$ cat src/rtl/juiz_jogada_param_pkg.sv
// Shared types for the note/tempo judge: FSM state encoding, play-mode codes
// and the rule that turns the note/tempo comparisons into a wrong-move flag.
package juiz_jogada_param_pkg;

  typedef enum logic [2:0] {
    OCIOSO = 3'd0,
    ESPERA = 3'd1,
    MEDE   = 3'd2,
    AVALIA = 3'd3,
    FIM    = 3'd4
  } estado_t;

  localparam logic [1:0] MODO_NOTA_TEMPO = 2'b00;
  localparam logic [1:0] MODO_NOTA       = 2'b01;
  localparam logic [1:0] MODO_TEMPO      = 2'b10;
  localparam logic [1:0] MODO_AMBOS      = 2'b11;

  // Modo 11 behaves like 00: both the note and the tempo must be right.
  function automatic logic calcula_errou(input logic [1:0] modo,
                                         input logic       nota_ok,
                                         input logic       tempo_ok);
    case (modo)
      MODO_NOTA:  return !nota_ok;
      MODO_TEMPO: return !tempo_ok;
      default:    return !(nota_ok && tempo_ok);
    endcase
  endfunction

endpackage

$ cat src/rtl/contador_m.sv
// Generic up-counter with synchronous clear and saturation at MAX; the clear
// wins over a simultaneous count request.
module contador_m #(
  parameter int W   = 8,
  parameter int MAX = 255
) (
  input  logic         clock,
  input  logic         reset,
  input  logic         zera,
  input  logic         conta,
  output logic [W-1:0] valor
);

  always_ff @(posedge clock or posedge reset) begin
    if (reset) begin
      valor <= '0;
    end else if (zera) begin
      valor <= '0;
    end else if (conta && (valor != W'(MAX))) begin
      valor <= valor + W'(1);
    end
  end

endmodule

$ cat src/rtl/onehot_encoder_param.sv
// Turns the debounced button bank into a note index, flagging whether exactly
// one button is pressed or several are pressed at once.
module onehot_encoder_param #(
  parameter int N = 13,
  parameter int W = 4
) (
  input  logic [N-1:0] entrada,
  output logic [W-1:0] indice,
  output logic         valido,
  output logic         multiplo
);

  logic [N-1:0] resto;

  // Clearing the lowest set bit leaves something only when two or more are high.
  assign resto    = entrada & (entrada - N'(1));
  assign multiplo = |resto;
  assign valido   = (|entrada) && !(|resto);

  always_comb begin
    indice = '0;
    for (int i = 0; i < N; i++) begin
      if (entrada[i]) begin
        indice = W'(i);
      end
    end
  end

endmodule

$ cat src/rtl/juiz_jogada_param.sv
// Judges one player move: captures the pressed note, measures hold time in
// metronome ticks, compares both with the expected values and counts errors.
module juiz_jogada_param
  import juiz_jogada_param_pkg::*;
#(
  parameter int N_NOTAS  = 13,
  parameter int TEMPO_W  = 8,
  parameter int TOL      = 1,
  parameter int ERRO_MAX = 3,
  parameter int TIMEOUT  = 16
) (
  input  logic                          clock,
  input  logic                          reset,
  input  logic                          iniciar,
  input  logic                          tick,
  input  logic [N_NOTAS-1:0]            botoes,
  input  logic [$clog2(N_NOTAS)-1:0]    nota_esperada,
  input  logic [TEMPO_W-1:0]            tempo_esperado,
  input  logic [1:0]                    modo,
  input  logic                          zera_erros,
  output logic                          pronto,
  output logic                          nota_correta,
  output logic                          tempo_correto,
  output logic                          tempo_baixo,
  output logic                          errou,
  output logic                          timeout,
  output logic [$clog2(N_NOTAS)-1:0]    nota_tocada,
  output logic [TEMPO_W-1:0]            duracao,
  output logic [$clog2(ERRO_MAX+1)-1:0] erros,
  output logic                          limite_erros
);

  localparam int NOTA_W   = $clog2(N_NOTAS);
  localparam int ERRO_W   = $clog2(ERRO_MAX + 1);
  localparam int ESPERA_W = $clog2(TIMEOUT + 1);
  localparam int DUR_MAX  = (1 << TEMPO_W) - 1;
  localparam logic signed [TEMPO_W:0] POS_TOL = (TEMPO_W + 1)'(TOL);
  localparam logic signed [TEMPO_W:0] NEG_TOL = -POS_TOL;

  estado_t estado, prox_estado;

  logic [NOTA_W-1:0]   indice, nota_cap;
  logic                valido, multiplo, nenhum_botao, fim_espera;
  logic [ESPERA_W-1:0] espera_cnt;
  logic [TEMPO_W-1:0]  dur;
  logic                flag_timeout, flag_multi;
  logic                limpa_espera, conta_espera, captura, marca_multi;
  logic                marca_timeout, conta_dur, avalia, conta_erro;
  logic signed [TEMPO_W:0] diff;
  logic                nota_ok, tempo_ok, baixo_ok, errou_calc;

  onehot_encoder_param #(
    .N (N_NOTAS),
    .W (NOTA_W)
  ) u_encoder (
    .entrada  (botoes),
    .indice   (indice),
    .valido   (valido),
    .multiplo (multiplo)
  );

  assign nenhum_botao = (botoes == '0);
  assign fim_espera   = tick && (espera_cnt == ESPERA_W'(TIMEOUT - 1));

  always_ff @(posedge clock or posedge reset) begin
    if (reset) begin
      estado <= OCIOSO;
    end else begin
      estado <= prox_estado;
    end
  end

  always_comb begin
    prox_estado = estado;
    case (estado)
      OCIOSO: if (iniciar) prox_estado = ESPERA;
      ESPERA: begin
        if (valido) begin
          prox_estado = MEDE;
        end else if (multiplo || fim_espera) begin
          prox_estado = AVALIA;
        end
      end
      MEDE:   if (nenhum_botao) prox_estado = AVALIA;
      AVALIA: prox_estado = FIM;
      FIM:    prox_estado = OCIOSO;
      default: prox_estado = OCIOSO;
    endcase
  end

  always_comb begin
    pronto        = 1'b0;
    limpa_espera  = 1'b0;
    conta_espera  = 1'b0;
    captura       = 1'b0;
    marca_multi   = 1'b0;
    marca_timeout = 1'b0;
    conta_dur     = 1'b0;
    avalia        = 1'b0;
    conta_erro    = 1'b0;
    case (estado)
      OCIOSO: limpa_espera = iniciar;
      ESPERA: begin
        conta_espera  = tick;
        captura       = valido;
        marca_multi   = multiplo;
        marca_timeout = !valido && !multiplo && fim_espera;
      end
      // The tick that coincides with the release is not part of the hold.
      MEDE:   conta_dur = tick && !nenhum_botao;
      AVALIA: avalia = 1'b1;
      FIM: begin
        pronto     = 1'b1;
        conta_erro = errou;
      end
      default: ;
    endcase
  end

  contador_m #(
    .W   (ESPERA_W),
    .MAX (TIMEOUT)
  ) u_cnt_espera (
    .clock (clock),
    .reset (reset),
    .zera  (limpa_espera),
    .conta (conta_espera),
    .valor (espera_cnt)
  );

  contador_m #(
    .W   (TEMPO_W),
    .MAX (DUR_MAX)
  ) u_cnt_dur (
    .clock (clock),
    .reset (reset),
    .zera  (limpa_espera || captura),
    .conta (conta_dur),
    .valor (dur)
  );

  contador_m #(
    .W   (ERRO_W),
    .MAX (ERRO_MAX)
  ) u_cnt_erros (
    .clock (clock),
    .reset (reset),
    .zera  (zera_erros),
    .conta (conta_erro),
    .valor (erros)
  );

  assign limite_erros = (erros == ERRO_W'(ERRO_MAX));

  // One extra bit keeps the difference from wrapping when dur < tempo_esperado.
  assign diff       = $signed({1'b0, dur}) - $signed({1'b0, tempo_esperado});
  assign nota_ok    = !flag_timeout && !flag_multi && (nota_cap == nota_esperada);
  assign tempo_ok   = !flag_timeout && (diff >= NEG_TOL) && (diff <= POS_TOL);
  assign baixo_ok   = !flag_timeout && (diff < NEG_TOL);
  assign errou_calc = flag_timeout || calcula_errou(modo, nota_ok, tempo_ok);

  always_ff @(posedge clock or posedge reset) begin
    if (reset) begin
      nota_cap      <= '0;
      flag_timeout  <= 1'b0;
      flag_multi    <= 1'b0;
      nota_correta  <= 1'b0;
      tempo_correto <= 1'b0;
      tempo_baixo   <= 1'b0;
      errou         <= 1'b0;
      timeout       <= 1'b0;
      nota_tocada   <= '0;
      duracao       <= '0;
    end else begin
      if (limpa_espera) begin
        nota_cap      <= '0;
        flag_timeout  <= 1'b0;
        flag_multi    <= 1'b0;
        nota_correta  <= 1'b0;
        tempo_correto <= 1'b0;
        tempo_baixo   <= 1'b0;
        errou         <= 1'b0;
        timeout       <= 1'b0;
        nota_tocada   <= '0;
        duracao       <= '0;
      end
      if (captura) nota_cap <= indice;
      if (marca_multi) flag_multi <= 1'b1;
      if (marca_timeout) flag_timeout <= 1'b1;
      // Verdict is frozen here and held until the next accepted iniciar.
      if (avalia) begin
        nota_correta  <= nota_ok;
        tempo_correto <= tempo_ok;
        tempo_baixo   <= baixo_ok;
        errou         <= errou_calc;
        timeout       <= flag_timeout;
        nota_tocada   <= nota_cap;
        duracao       <= dur;
      end
    end
  end

endmodule
$ cat config.mk
export PLATFORM = sky130hd
export DESIGN_NAME = juiz_jogada_param
export DESIGN_NICKNAME = d
export VERILOG_FILES = /design/src/rtl/juiz_jogada_param_pkg.sv /design/src/rtl/contador_m.sv /design/src/rtl/onehot_encoder_param.sv /design/src/rtl/juiz_jogada_param.sv
export SDC_FILE = /design/constraint.sdc
export NUM_CORES = 1
export LEC_CHECK = 0
export ABC_AREA = 0
export CORE_ASPECT_RATIO = 1.2
export CORE_UTILIZATION = 52
export CTS_BUF_LIST = sky130_fd_sc_hd__clkbuf_16
export DETAILED_ROUTE_END_ITERATION = 8
export PLACE_DENSITY = 0.93
export SLEW_MARGIN = 30
export SYNTH_ARGS = -nofsm -noshare
export SYNTH_HDL_FRONTEND = slang
export SYNTH_SLANG_ARGS = --single-unit
$ cat constraint.sdc
create_clock -name clock -period 3.51 [get_ports clock]
set_input_delay 0.5265 -clock clock [delete_from_list [all_inputs] [get_ports clock]]
set_output_delay 0.5265 -clock clock [all_outputs]
set_load 0.1 [all_outputs]
==> results.md, run 1 <==
Clocking:
- The CTS tree is done.
- For this design, the CTS-stage hold fixing added 0 buffers.
- The clock net sink count is a little over 40.
- The insertion delay of the later-clocked pin in the worst-skew pair is ~0.28 ns.
- The clock-pin slew of the registers on the worst-case setup and hold paths is roughly 0.06 ns.
- Once the clock tree was built, the resizer swapped 0 gates to a different size.
- The root buffer selected by CTS is clkbuf_16.
- Buffers inserted during clock tree synthesis total 5.
- In this run the deepest clock path goes through 2 buffers.
- The deepest level of the CTS H-tree is 2.
- After clock tree synthesis, the setup repair step added 0 buffers.

Die:
- The floorplan step defined a core boundary enclosing approximately 4700 um2.
- The die outline width is 66.7 um.
- The die covers between 5000 and 6000 um2.
- In this run the vertical extent of the chip is around 80 um.
- The effective utilization at floorplan is between 50% and 60%.
- The count of boundary I/O pins is 53.
- The count of standard-cell rows is 27.

Run:
- The tool flagged a number of max-cap violations equal to 0.

Detailed routing:
- The number of nets with antenna violations after routing is 0.
- The wire length on met3 is between 200 and 250 um.
- Dividing the detail-routed via count by the number of cells gives around 5.8.
- In the final routed layout, each cell accounts on average for 15.4 um.
- The total iterations of the first detailed-routing run is 4.
- The first routing iteration left 111 violations.
- The total vias in the final route is 2,330.
- For this block, the routed nets add up to 6160 um of wire.
- The routed design uses 3210 um of met2 wire.
- For this block, wires on met1 add up to between 2000 and 3000 um.
- The highest metal layer with signal wires is met4.
- The remaining routing DRC violations is 0.

Final layout:
- 0 antenna diodes ended up in the layout.
- The number of nets in the layout is slightly below 400.
- The number of standard cells in the final layout excluding fillers is around 400.
- The multi-input combinational cells in the finished layout cover a total of approximately 1500 um2.
- After filler insertion, the fill cell instance count of the layout stands at between 300 and 400.
- Relative to the synthesized area, the layout overhead comes to 30.7%.
- For this run, the share of the core covered by cells in the final layout is 72.7%.
- The footprint of the flip-flops and latches is about 1000 um2.
- In the final layout, the share of cells above drive strength 1 is between 8 and 9%.

STA:
- The setup slack after layout is between 0.2 and 0.3 ns.
- On the final layout, the worst hold slack is 0.505 ns.
- The final number of hold-violating endpoints is 0.
- After layout, the worst path uses between 90 and 100% of the clock period.
- The worst-margin pin slew is 0.985 ns.
- The final critical path time including I/O delays and setup is between 3 and 4 ns.
- The fmax is ~0.3 GHz.
- The worst-case headroom to the max-slew limit is roughly a third.
- The number of pins exceeding their max-slew limit in the final report came to 0.
- The number of failing setup endpoints in the final timing report is 0.
- Setup repair after global routing left no endpoint under its margin.
- The final worst clock skew is about 0.003 ns.

Placement:
- The number of port buffers is 52.
- The post-placement worst setup slack is -0.136 ns.
- The number of placed instances, taps included, is between 300 and 400.
- Summed over all nets, the half-perimeter wirelength after detailed placement is between 4000 and 5000 um.
- At the end of routability-driven placement, the weighted congestion stood at approximately 0.84.

Logic synthesis:
- For this run, the number of Yosys warnings is 0.
- The count of flip-flops with a built-in enable after synthesis is 0.
- The number of nets in the synthesized netlist is approximately 330.
- Sorting the synthesized cells by area gives the leading types as dfrtp_1 (39%), ha_1 (7.7%), a22o_1 (5.0%).
- The area share of the leading cell type in the synthesized netlist is around two fifths.
- The portion of the post-synthesis area used by sequential elements is 39.3%.
- Summing every instance area after synthesis gives 2610 um2.
- The synthesized area per cell is about 9.4 um2.
- The count of unique library cells instantiated by Yosys is 51.
- In the synthesized netlist the dominant register cell turns out to be dfrtp_1.
- The largest area contributor in the synthesized netlist is dfrtp_1.
- The fraction of registers with async set or reset after synthesis is between 90% and 100%.
- The number of synthesized register bits is 41.
- Synthesis produced a netlist whose cell count is 278.

Worst setup path:
- The type of element capturing the critical path is a flip-flop.
- The capture point of the worst reg-to-reg path is tempo_correto$_DFFE_PP0P_.
- The worst register-to-register path has a depth of 14.
- The required time of the critical path is about 3.7 ns.
- The biggest cell delay along the critical path is roughly 0.48 ns.
- The highest net fanout along the worst path is 2.
- The slowest stage of the critical path belongs to the cell clkdlybuf4s50_1.
- The critical path starts at tempo_esperado[0].
- The capturing element of the worst setup path is tempo_correto$_DFFE_PP0P_.
- The critical path goes through clkdlybuf4s50_1, ha_1, inv_1, fa_1, a21o_1, a221oi_2, xnor2_1, and4_1, and2_1, ha_1, inv_1, a311oi_1, nor2_1, a22o_1.
- STA classifies the critical path startpoint as an input port.
- The critical path is of the in2reg type.
- STA puts the critical path data arrival time at roughly 3.4 ns.
- The reg2reg setup slack is 0.43 ns.
- The launch point of the worst reg-to-reg path is u_cnt_dur.valor[0]$_DFFE_PP0P_.

GRT:
- The wire length of the first global-routing pass is 10,500 um.
- Global routing finished with a remaining overflow of 0.
- The maximum number of pins on one net before global-route repair is 22.
- Global routing used a little over a quarter of the available tracks.
- The number of antenna violations at the first check in global routing is 0.
- The number of global-route vias before repair was 2,400.

Power and ir drop:
- The total power draw is 1.91 mW.
- For this design the static power due to leakage is 1.58 nW.
- The worst voltage drop across the vdd grid is roughly 0.3 mV.
- Dividing total power by cell area gives a power density of between 500 and 600 nW/um2.

Run status:
- The run finished with clean final reports.

Hold path:
- The class of the tightest hold or removal check is reg2reg.
==> cell usage in the layout (no fill, tap or decap), drive strengths merged, types with 5 or more instances in the layout <==
cell type,synthesis,final
a21oi,13,13
a22o,15,15
and3,6,6
buf,1,10
clkbuf,5,5
clkdlybuf4s50,0,51
dfrtp,41,41
ha,16,16
inv,28,29
nand2,13,13
nand3,8,8
nand3b,5,5
nor2,31,31
nor3,8,8
nor4,6,6
o21ai,7,7
xnor2,10,10
xor2,10,10
==> cell usage after synthesis, drive strengths merged, types with 5 or more instances <==
library cell,instances
dfrtp,41
nor2,31
inv,28
ha,16
a22o,15
a21oi,13
nand2,13
xnor2,10
xor2,10
nand3,8
nor3,8
o21ai,7
and3,6
nor4,6
clkbuf,5
nand3b,5
==> worst max-delay path: cells and delay by family <==
family	cells	cell delay [ns]
buffers and inverters	3	0.57
and+or+nand+nor	3	0.40
AOI/OAI and AO/OA	4	0.98
adders and majority gates	3	0.84
xor gates and xnor gates	1	0.12
==> report_power, final <==
part | switching [mW] | internal, mW | leakage (nW) | total (mW)
clock network | 0.176 | 0.330 | 0.0826 | 0.506
registers | 0.0842 | 0.543 | 0.557 | 0.627
logic | 0.517 | 0.258 | 0.937 | 0.775
total | 0.777 | 1.13 | 1.58 | 1.91
==> through the flow <==
stage                     cell area [um2]  TNS (ns)
after global placement               3250  -0.00379
final                                3410         0
after floorplan                      2610         0
after CTS                            3410         0
after detailed placement             3250    -0.288
after global routing                 3410         0
==> per-layer routing <==
| layer | GRT usage, % | vias to the layer above |
|---|---|---|
| li1 | - | 1134 |
| met1 | 31.4 | 1122 |
| met2 | 45.6 | 61 |
| met3 | 4.14 | 13 |
| met4 | 12.6 | 0 |
| met5 | 0 | - |
==> flip-flops by register name, indices dropped and copies added (netlist names), 2 cells and up <==
| name | cells |
|---|---|
| duracao | 8 |
| u_cnt_dur.valor | 8 |
| u_cnt_espera.valor | 5 |
| nota_cap | 4 |
| nota_tocada | 4 |
| estado | 3 |
| u_cnt_erros.valor | 2 |
==> how the worst min path moves through the flow <==
stage                              end  cells past startpoint               startpoint  slack, ns
6_report        duracao[1]$_DFFE_PP0P_                      1   duracao[1]$_DFFE_PP0P_       0.50
5_1_grt        tempo_baixo$_DFFE_PP0P_                      1  tempo_baixo$_DFFE_PP0P_       0.51
2_1_floorplan   flag_multi$_DFFE_PP0P_                      2   flag_multi$_DFFE_PP0P_       0.45
3_3_place_gp    flag_multi$_DFFE_PP0P_                      2   flag_multi$_DFFE_PP0P_       0.47
4_1_cts         duracao[1]$_DFFE_PP0P_                      1   duracao[1]$_DFFE_PP0P_       0.50
3_5_place_dp    duracao[1]$_DFFE_PP0P_                      1   duracao[1]$_DFFE_PP0P_       0.48
==> layout make-up <==
cell class                 instances  area share (%)
clock inverter                     3            1.10
tap                               58            2.13
multi-input combinational        203            42.8
inverter                          28            3.08
timing repair buffer              61            17.1
sequential                        41            30.0
clock buffer                       5            3.66
==> kinds of logic after synthesis <==
| kind of cell | synth area share (%) |
|---|---|
| xor gates and xnor gates | 6.70 |
| DFF | 39.3 |
| adders and majority gates | 8.86 |
| muxes | 1.15 |
| buffers and inverters | 5.17 |
| AOI/OAI and AO/OA | 18.8 |
| and+or+nand+nor | 20.1 |
No activity file was read; power rests on OpenSTA's default activity.
==> inputs of run 2 (changes only) <==
==> constraint.sdc (replaced) <==
create_clock -name clock -period 3.51 [get_ports clock]
set_input_delay 0.5265 -clock clock [delete_from_list [all_inputs] [get_ports clock]]
set_output_delay 0.5265 -clock clock [all_outputs]
set_load 0.05 [all_outputs]
==> run 2 against run 1 <==
Effect of this change:
- largest power group unchanged
- non-clock buffer count unchanged
- critical endpoint unchanged
- fmax decreased by 1.8%
- setup slack got worse by 0.059 ns
==> results.md, run 2 (synthesis gave the netlist of run 1 again) <==
Clocking:
- The clock-pin slew of the registers on the worst-case setup and hold paths is 0.06 ns (about the same).
- TritonCTS built the clock tree.
- The deepest level of the CTS H-tree came to 2 (unchanged).
- The post-CTS setup repair buffer count came to 0 (unchanged).
- The clock net sink count is 41 (unchanged).
- The insertion delay of the later-clocked pin in the worst-skew pair is 0.28 ns (about the same).
- The number of buffers created by CTS is 5 (unchanged).
- The root buffer selected by CTS is clkbuf_16.
- The count of hold buffers inserted by post-cts repair is 0 (unchanged).
- The largest buffer count on any clock path was 2 (unchanged).
- The count of cells resized by post-cts repair is 0 (unchanged).

Worst setup path:
- The highest net fanout along the worst path was 2 (unchanged).
- The most critical setup path has its startpoint at tempo_esperado[0].
- The kind of cell with the highest combined delay on the critical path is compound AO/OA/AOI/OAI gates.
- The cell depth of the worst flop-to-flop path was 14 (unchanged).
- The total stage count of the critical path is 14 (unchanged).
- The category of the most critical setup path is in2reg.
- The capturing element of the worst setup path is tempo_correto$_DFFE_PP0P_.
- The sum of buffers and inverters on the critical path is 3 (unchanged).
- Among all stages on the critical path, the largest delay is contributed by clkdlybuf4s50_1.
- The reg2reg setup slack is 0.36 ns (-0.07 ns).
- The critical path goes through clkdlybuf4s50_1, ha_1, inv_1, fa_1, a21o_1, a221oi_1, xnor2_1, and4_1, and2_1, ha_1, inv_1, a311oi_1, nor2_1, a22o_1.
- The capture point of the worst reg-to-reg path is tempo_correto$_DFFE_PP0P_.
- The required time of the critical path is 3.68 ns (about the same).
- The worst endpoint data arrival time is 3.48 ns (+0.06 ns).
- The worst setup path is captured at a flip-flop.
- The biggest cell delay along the critical path is 0.47 ns (about the same).
- The launch point of the worst reg-to-reg path is u_cnt_dur.valor[0]$_DFFE_PP0P_.
- The kind of start point of the critical path is an input port.

Die:
- The die outline width is 66.7 um (unchanged).
- The die span in y came to 79.6 um (unchanged).
- The die area is 5310 um2 (unchanged).
- The effective utilization at floorplan is 55.6% (unchanged).
- The count of standard-cell rows came to 27 (unchanged).
- The area of the core is 4700 um2 (unchanged).
- The count of boundary I/O pins was 53 (unchanged).

Final layout:
- Relative to the synthesized area, the layout overhead comes to 29.8%.
- The filler cell count came to 335 (-4.0%).
- The largest registers in the layout are duracao x8, u_cnt_dur.valor x8, u_cnt_espera.valor x5.
- The most common library cell in the layout ignoring fill and taps is clkdlybuf4s50_1.
- The post-route core utilization came to 72.2% (-0.51 points).
- The share of final-layout standard cells stronger than drive strength 1 is 8.21% (unchanged).
- The final design area excluding fillers is 3390 um2 (-0.70%).
- The number of nets in the layout came to 389 (unchanged).
- In the layout the commonest cells are clkdlybuf4s50_1 (52), dfrtp_1 (41), nor2_1 (30), inv_1 (28), ha_1 (16).
- The number of standard cells in the final layout excluding fillers is 399 (unchanged).
- The number of antenna cells inserted is 0 (unchanged).

STA:
- The sum of negative setup slack is 0 ns (unchanged).
- The final critical path time including I/O delays and setup is 3.31 ns (+0.0587 ns).
- The final number of hold-violating endpoints is 0 (unchanged).
- The number of failing setup endpoints in the final timing report is 0 (unchanged).
- The number of pins exceeding their max-slew limit in the final report is 0 (unchanged).
- The smallest hold slack is 0.498 ns (-0.00647 ns).
- The setup slack after layout is 0.201 ns (-0.0587 ns).
- The fmax came to 0.302 GHz (-1.8%).
- The worst-case headroom to the max-slew limit came to 48.2% (+14 points).
- The worst-margin pin slew is 0.776 ns (-0.209 ns).
- The share of the clock period used by the worst path came to 94.3% (+1.7 points).
- Setup repair after global routing left no endpoint under its margin.
- The final worst clock skew came to 0.00603 ns (+0.00303 ns).

Power and ir drop:
- The total power draw came to 1.73 mW (-9.5%).
- The worst voltage drop across the vdd grid is 0.214 mV (-29%).
- The total power per unit cell area is 509 nW/um2 (-8.8%).
- The leakage power of the design is 1.56 nW (-1.1%).

Hold path:
- The class of the tightest hold or removal check is reg2reg.
- The number of cells traversed by the worst hold path is 1 (unchanged).

GRT:
- The global-route congestion overflow total was 0 (unchanged).
- The number of global-route vias before repair is 2,317 (-3.5%).
- The maximum number of pins on one net before global-route repair is 22 (unchanged).
- The wire length of the first global-routing pass was 10,300 um (-2.4%).
- The number of antenna violations at the first check in global routing is 0 (unchanged).
- The overall routing resource usage is 25.8% (-0.62 points).

Detailed routing:
- The number of DRC violations after detailed-routing iteration 0 was 140 (+26%).
- The total iterations of the first detailed-routing run is 4 (unchanged).
- The total vias in the final route is 2,357 (+1.2%).
- The average routed wire per standard cell is 15.7 um (+1.4%).
- The post-detailed-routing wire length came to 6250 um (+1.4%).
- The remaining routing DRC violations came to 0 (unchanged).
- The number of nets with antenna violations after routing is 0 (unchanged).
- The via density per instance is 5.91 (+1.2%).

Placement:
- The post-placement worst setup slack came to -0.0999 ns (+0.0364 ns).
- The number of port buffers came to 52 (unchanged).
- The total cell area at the placement stage is 3250 um2 (about the same).
- The detailed placer's ending HPWL was 4640 um (+1.4%).
- The final weighted congestion of routability-driven global placement is 0.848 (+0.78%).
- The placed instance count is 391 (unchanged).

Run status:
- The run finished with clean final reports.

Run:
- The max-capacitance violation count is 0 (unchanged).
run 2: worst min-delay path by stage:
stage	from	to	slack, ns
5_1_grt	duracao[2]$_DFFE_PP0P_	duracao[2]$_DFFE_PP0P_	0.51
3_5_place_dp	duracao[2]$_DFFE_PP0P_	duracao[2]$_DFFE_PP0P_	0.48
2_1_floorplan	flag_multi$_DFFE_PP0P_	flag_multi$_DFFE_PP0P_	0.45
3_3_place_gp	flag_multi$_DFFE_PP0P_	flag_multi$_DFFE_PP0P_	0.47
4_1_cts	duracao[2]$_DFFE_PP0P_	duracao[2]$_DFFE_PP0P_	0.50
6_report	duracao[1]$_DFFE_PP0P_	duracao[1]$_DFFE_PP0P_	0.50
run 2: per-layer routing:
layer / track usage (%) / vias to the layer above / wire length, um
met4: 12.3 / 0 / 149
met3: 5.57 / 16 / 354
met5: 0 / - / 0
met1: 29.1 / 1122 / 2490
met2: 45.1 / 90 / 3260
li1: - / 1129 / -
run 2: final cells by class:
class,instances,area (um2),area share [%]
clock buffer,5,125,3.69
clock inverter,3,17.5,0.517
inverter,28,105,3.10
multi-input combinational,203,1460,43.0
sequential,41,1030,30.3
tap,58,72.6,2.14
timing repair buffer,61,588,17.3
run 2: report_power, final:
group	internal, mW	switching [mW]
combinational	0.259	0.400
clock	0.260	0.182
sequential	0.543	0.0828
total	1.06	0.665
==> inputs of run 3 (changes only) <==
--- a/config.mk
+++ b/config.mk
@@ -10,7 +10,9 @@
 export CORE_UTILIZATION = 52
 export CTS_BUF_LIST = sky130_fd_sc_hd__clkbuf_16
 export DETAILED_ROUTE_END_ITERATION = 8
+export GPL_TIMING_DRIVEN = 0
 export PLACE_DENSITY = 0.93
+export RECOVER_POWER = 25
 export SLEW_MARGIN = 30
 export SYNTH_ARGS = -nofsm -noshare
 export SYNTH_HDL_FRONTEND = slang
==> run 3 against run 2 <==
Effect of this change:
- die area is the same
- hold slack gained 0.0035 ns
- cell area shrank 0.26%
- fmax grew 0.35%
- clock skew shrank 0.00060 ns
==> results.md, run 3 (synthesis gave the netlist of run 1 again) <==
Worst setup path:
- The biggest cell delay along the critical path is 0.46 ns (about the same).
- The worst endpoint data arrival time is 3.47 ns (about the same).
- The critical path goes through clkdlybuf4s50_1, ha_1, inv_1, fa_1, a21o_1, a221oi_2, xnor2_1, and4_1, and2_1, ha_1, inv_1, a311oi_1, nor2_1, a22o_1.
- The required time of the critical path is 3.68 ns (about the same).
- The critical path is of the in2reg type.
- Among all stages on the critical path, the largest delay is contributed by clkdlybuf4s50_1.
- The type of element capturing the critical path is a flip-flop.
- The worst setup path is launched from an input port.
- The highest net fanout along the worst path is 3 (+1).

Clocking:
- The clock net sink count is 41 (unchanged).
- TritonCTS built the clock tree.
- The number of buffers created by CTS is 5 (unchanged).
- The deepest level of the CTS H-tree came to 2 (unchanged).
- The clock-pin slew of the registers on the worst-case setup and hold paths is 0.06 ns (about the same).
- The insertion delay of the later-clocked pin in the worst-skew pair is 0.28 ns (about the same).
- Clock tree synthesis selected as its root buffer the cell clkbuf_16.
- The largest buffer count on any clock path is 2 (unchanged).
- The post-CTS setup repair buffer count is 0 (unchanged).

Detailed routing:
- The average routed wire per standard cell is 14.9 um (-4.8%).
- The number of DRC violations after detailed-routing iteration 0 is 65 (-54%).
- The via density per instance is 5.90 (-0.18%).
- The total iterations of the first detailed-routing run came to 4 (unchanged).
- The number of nets with antenna violations after routing is 0 (unchanged).
- The total vias in the final route was 2,335 (-0.93%).
- The post-detailed-routing wire length is 5910 um (-5.5%).
- The remaining routing DRC violations is 0 (unchanged).

Final layout:
- The number of nets in the layout was 387 (-0.51%).
- The post-route core utilization is 72.0% (-0.19 points).
- The largest registers in the layout are duracao x8, u_cnt_dur.valor x8, u_cnt_espera.valor x5.
- Leaving out fill and tap cells, the most frequent cell in the layout is clkdlybuf4s50_1.
- The footprint of the flip-flops and latches is 1030 um2 (unchanged).
- The share of final-layout standard cells stronger than drive strength 1 is 5.92% (-2.3 points).
- The number of antenna cells inserted is 0 (unchanged).
- The area growth from synthesis to final layout is 29.5%.
- In the layout the commonest cells are clkdlybuf4s50_1 (51), dfrtp_1 (41), nor2_1 (30), inv_1 (28), ha_1 (16).
- The filler cell count is 332 (-0.90%).
- The multi-input combinational cell area is 1460 um2 (+0.51%).
- The final design area excluding fillers is 3380 um2 (-0.26%).

STA:
- The final worst clock skew is 0.00543 ns (-0.000604 ns).
- The worst-case headroom to the max-slew limit was 33.3% (-15 points).
- The worst-margin pin slew is 1.00 ns (+0.224 ns).
- The final number of hold-violating endpoints is 0 (unchanged).
- The final critical path time including I/O delays and setup is 3.30 ns (-0.0115 ns).
- The number of failing setup endpoints in the final timing report came to 0 (unchanged).
- The sum of negative setup slack is 0 ns (unchanged).
- Setup repair after global routing left no endpoint under its margin.
- The number of pins exceeding their max-slew limit in the final report is 0 (unchanged).
- The share of the clock period used by the worst path was 94.0% (-0.33 points).
- The fmax is 0.303 GHz (+0.35%).

Run status:
- The run finished with clean final reports.

GRT:
- The number of antenna violations at the first check in global routing is 0 (unchanged).
- The overall routing resource usage is 25.0% (-0.76 points).
- The number of global-route vias before repair was 2,227 (-3.9%).
- The maximum number of pins on one net before global-route repair is 24 (+9.1%).
- The global-route congestion overflow total was 0 (unchanged).
- The wire length of the first global-routing pass was 10,100 um (-2.1%).

Placement:
- The number of port buffers is 52 (unchanged).
- The total cell area at the placement stage is 3240 um2 (-0.27%).
- The detailed placer's ending HPWL is 4480 um (-3.5%).
- The final weighted congestion of routability-driven global placement is 0.862 (+1.6%).

Die:
- The die outline width is 66.7 um (unchanged).
- The die span in y came to 79.6 um (unchanged).
- The area of the core was 4700 um2 (unchanged).
- The count of standard-cell rows was 27 (unchanged).
- The die area is 5310 um2 (unchanged).
- The effective utilization at floorplan was 55.6% (unchanged).
- The count of boundary I/O pins was 53 (unchanged).

Hold path:
- The class of the tightest hold or removal check is reg2reg.

Power and ir drop:
- The total power draw came to 1.77 mW (+2.3%).
- The leakage power of the design was 1.54 nW (-1.2%).
- The total power per unit cell area is 523 nW/um2 (+2.6%).
- The worst voltage drop across the vdd grid is 0.286 mV (+34%).

Run:
- The max-capacitance violation count is 0 (unchanged).
[run 3: cell types whose count changed in the layout (fill, tap and decap cells not counted), sizes merged]
cell | before | now
clkinv | 2 | 1
clkbuf | 5 | 11
clkdlybuf4s50 | 52 | 51
clkinvlp | 1 | 0
bufinv | 0 | 1
buf | 9 | 1
dlygate4sd3 | 0 | 1
[run 3: where the power goes]
group / leakage [nW] / total (mW) / switching [mW] / internal [mW]
combinational: 0.903 / 0.649 / 0.406 / 0.243
clock: 0.0797 / 0.507 / 0.177 / 0.330
sequential: 0.557 / 0.612 / 0.0695 / 0.543
[run 3: worst max-delay path, delay by kind of cell]
family / cells / cell delay, ns
AO/OA/AOI/OAI: 4 / 0.98
XOR/XNOR: 1 / 0.11
adder cells (fa/ha/maj): 3 / 0.86
buffers and inverters: 3 / 0.56
AND/OR/NAND/NOR: 3 / 0.43
[run 3: final timing paths]
kind / start / to / slack (ns) / cells after the start
worst min register to register: duracao[1]$_DFFE_PP0P_ / duracao[1]$_DFFE_PP0P_ / 0.50 / 1
max in group asynchronous: reset / u_cnt_espera.valor[1]$_DFFE_PP0P_ / 1.28 / 3
worst max register to register: u_cnt_dur.valor[0]$_DFFE_PP0P_ / tempo_correto$_DFFE_PP0P_ / 0.39 / 14
worst min-delay path: duracao[1]$_DFFE_PP0P_ / duracao[1]$_DFFE_PP0P_ / 0.50 / 1
worst max-delay path: tempo_esperado[0] / tempo_correto$_DFFE_PP0P_ / 0.21 / 14
min in group asynchronous: reset / duracao[0]$_DFFE_PP0P_ / 0.85 / 2
[run 3: repair_timing]
item	CTS	global route
hold buffers	0	0
endpoints found under the setup margin	0	2
gates resized for setup	0	1
[run 3: through the flow]
step           hold slack (ns)  setup slack, ns  instances
6_report                 0.502            0.212        396
5_1_grt                  0.526           0.0298        396
4_1_cts                  0.501            0.126        396
3_5_place_dp             0.486           -0.155        389
3_3_place_gp             0.470           -0.115        388
2_1_floorplan            0.450            0.526        278
[run 3: layout make-up]
| cell class | instances | area share, % |
|---|---|---|
| Buffer | 6 | 0.888 |
| Clock buffer | 5 | 3.70 |
| Clock inverter | 2 | 1.04 |
| Inverter | 28 | 3.11 |
| Multi-Input combinational cell | 203 | 43.3 |
| Sequential cell | 41 | 30.3 |
| Tap cell | 58 | 2.15 |
| Timing Repair Buffer | 53 | 15.5 |
[run 3: layer usage]
metal | vias up | wire, um | track usage (%)
met5 | - | 0 | 0
met4 | 0 | 155 | 10.4
met3 | 14 | 236 | 4.57
met2 | 73 | 2960 | 41.0
met1 | 1118 | 2560 | 32.0
li1 | 1130 | - | -
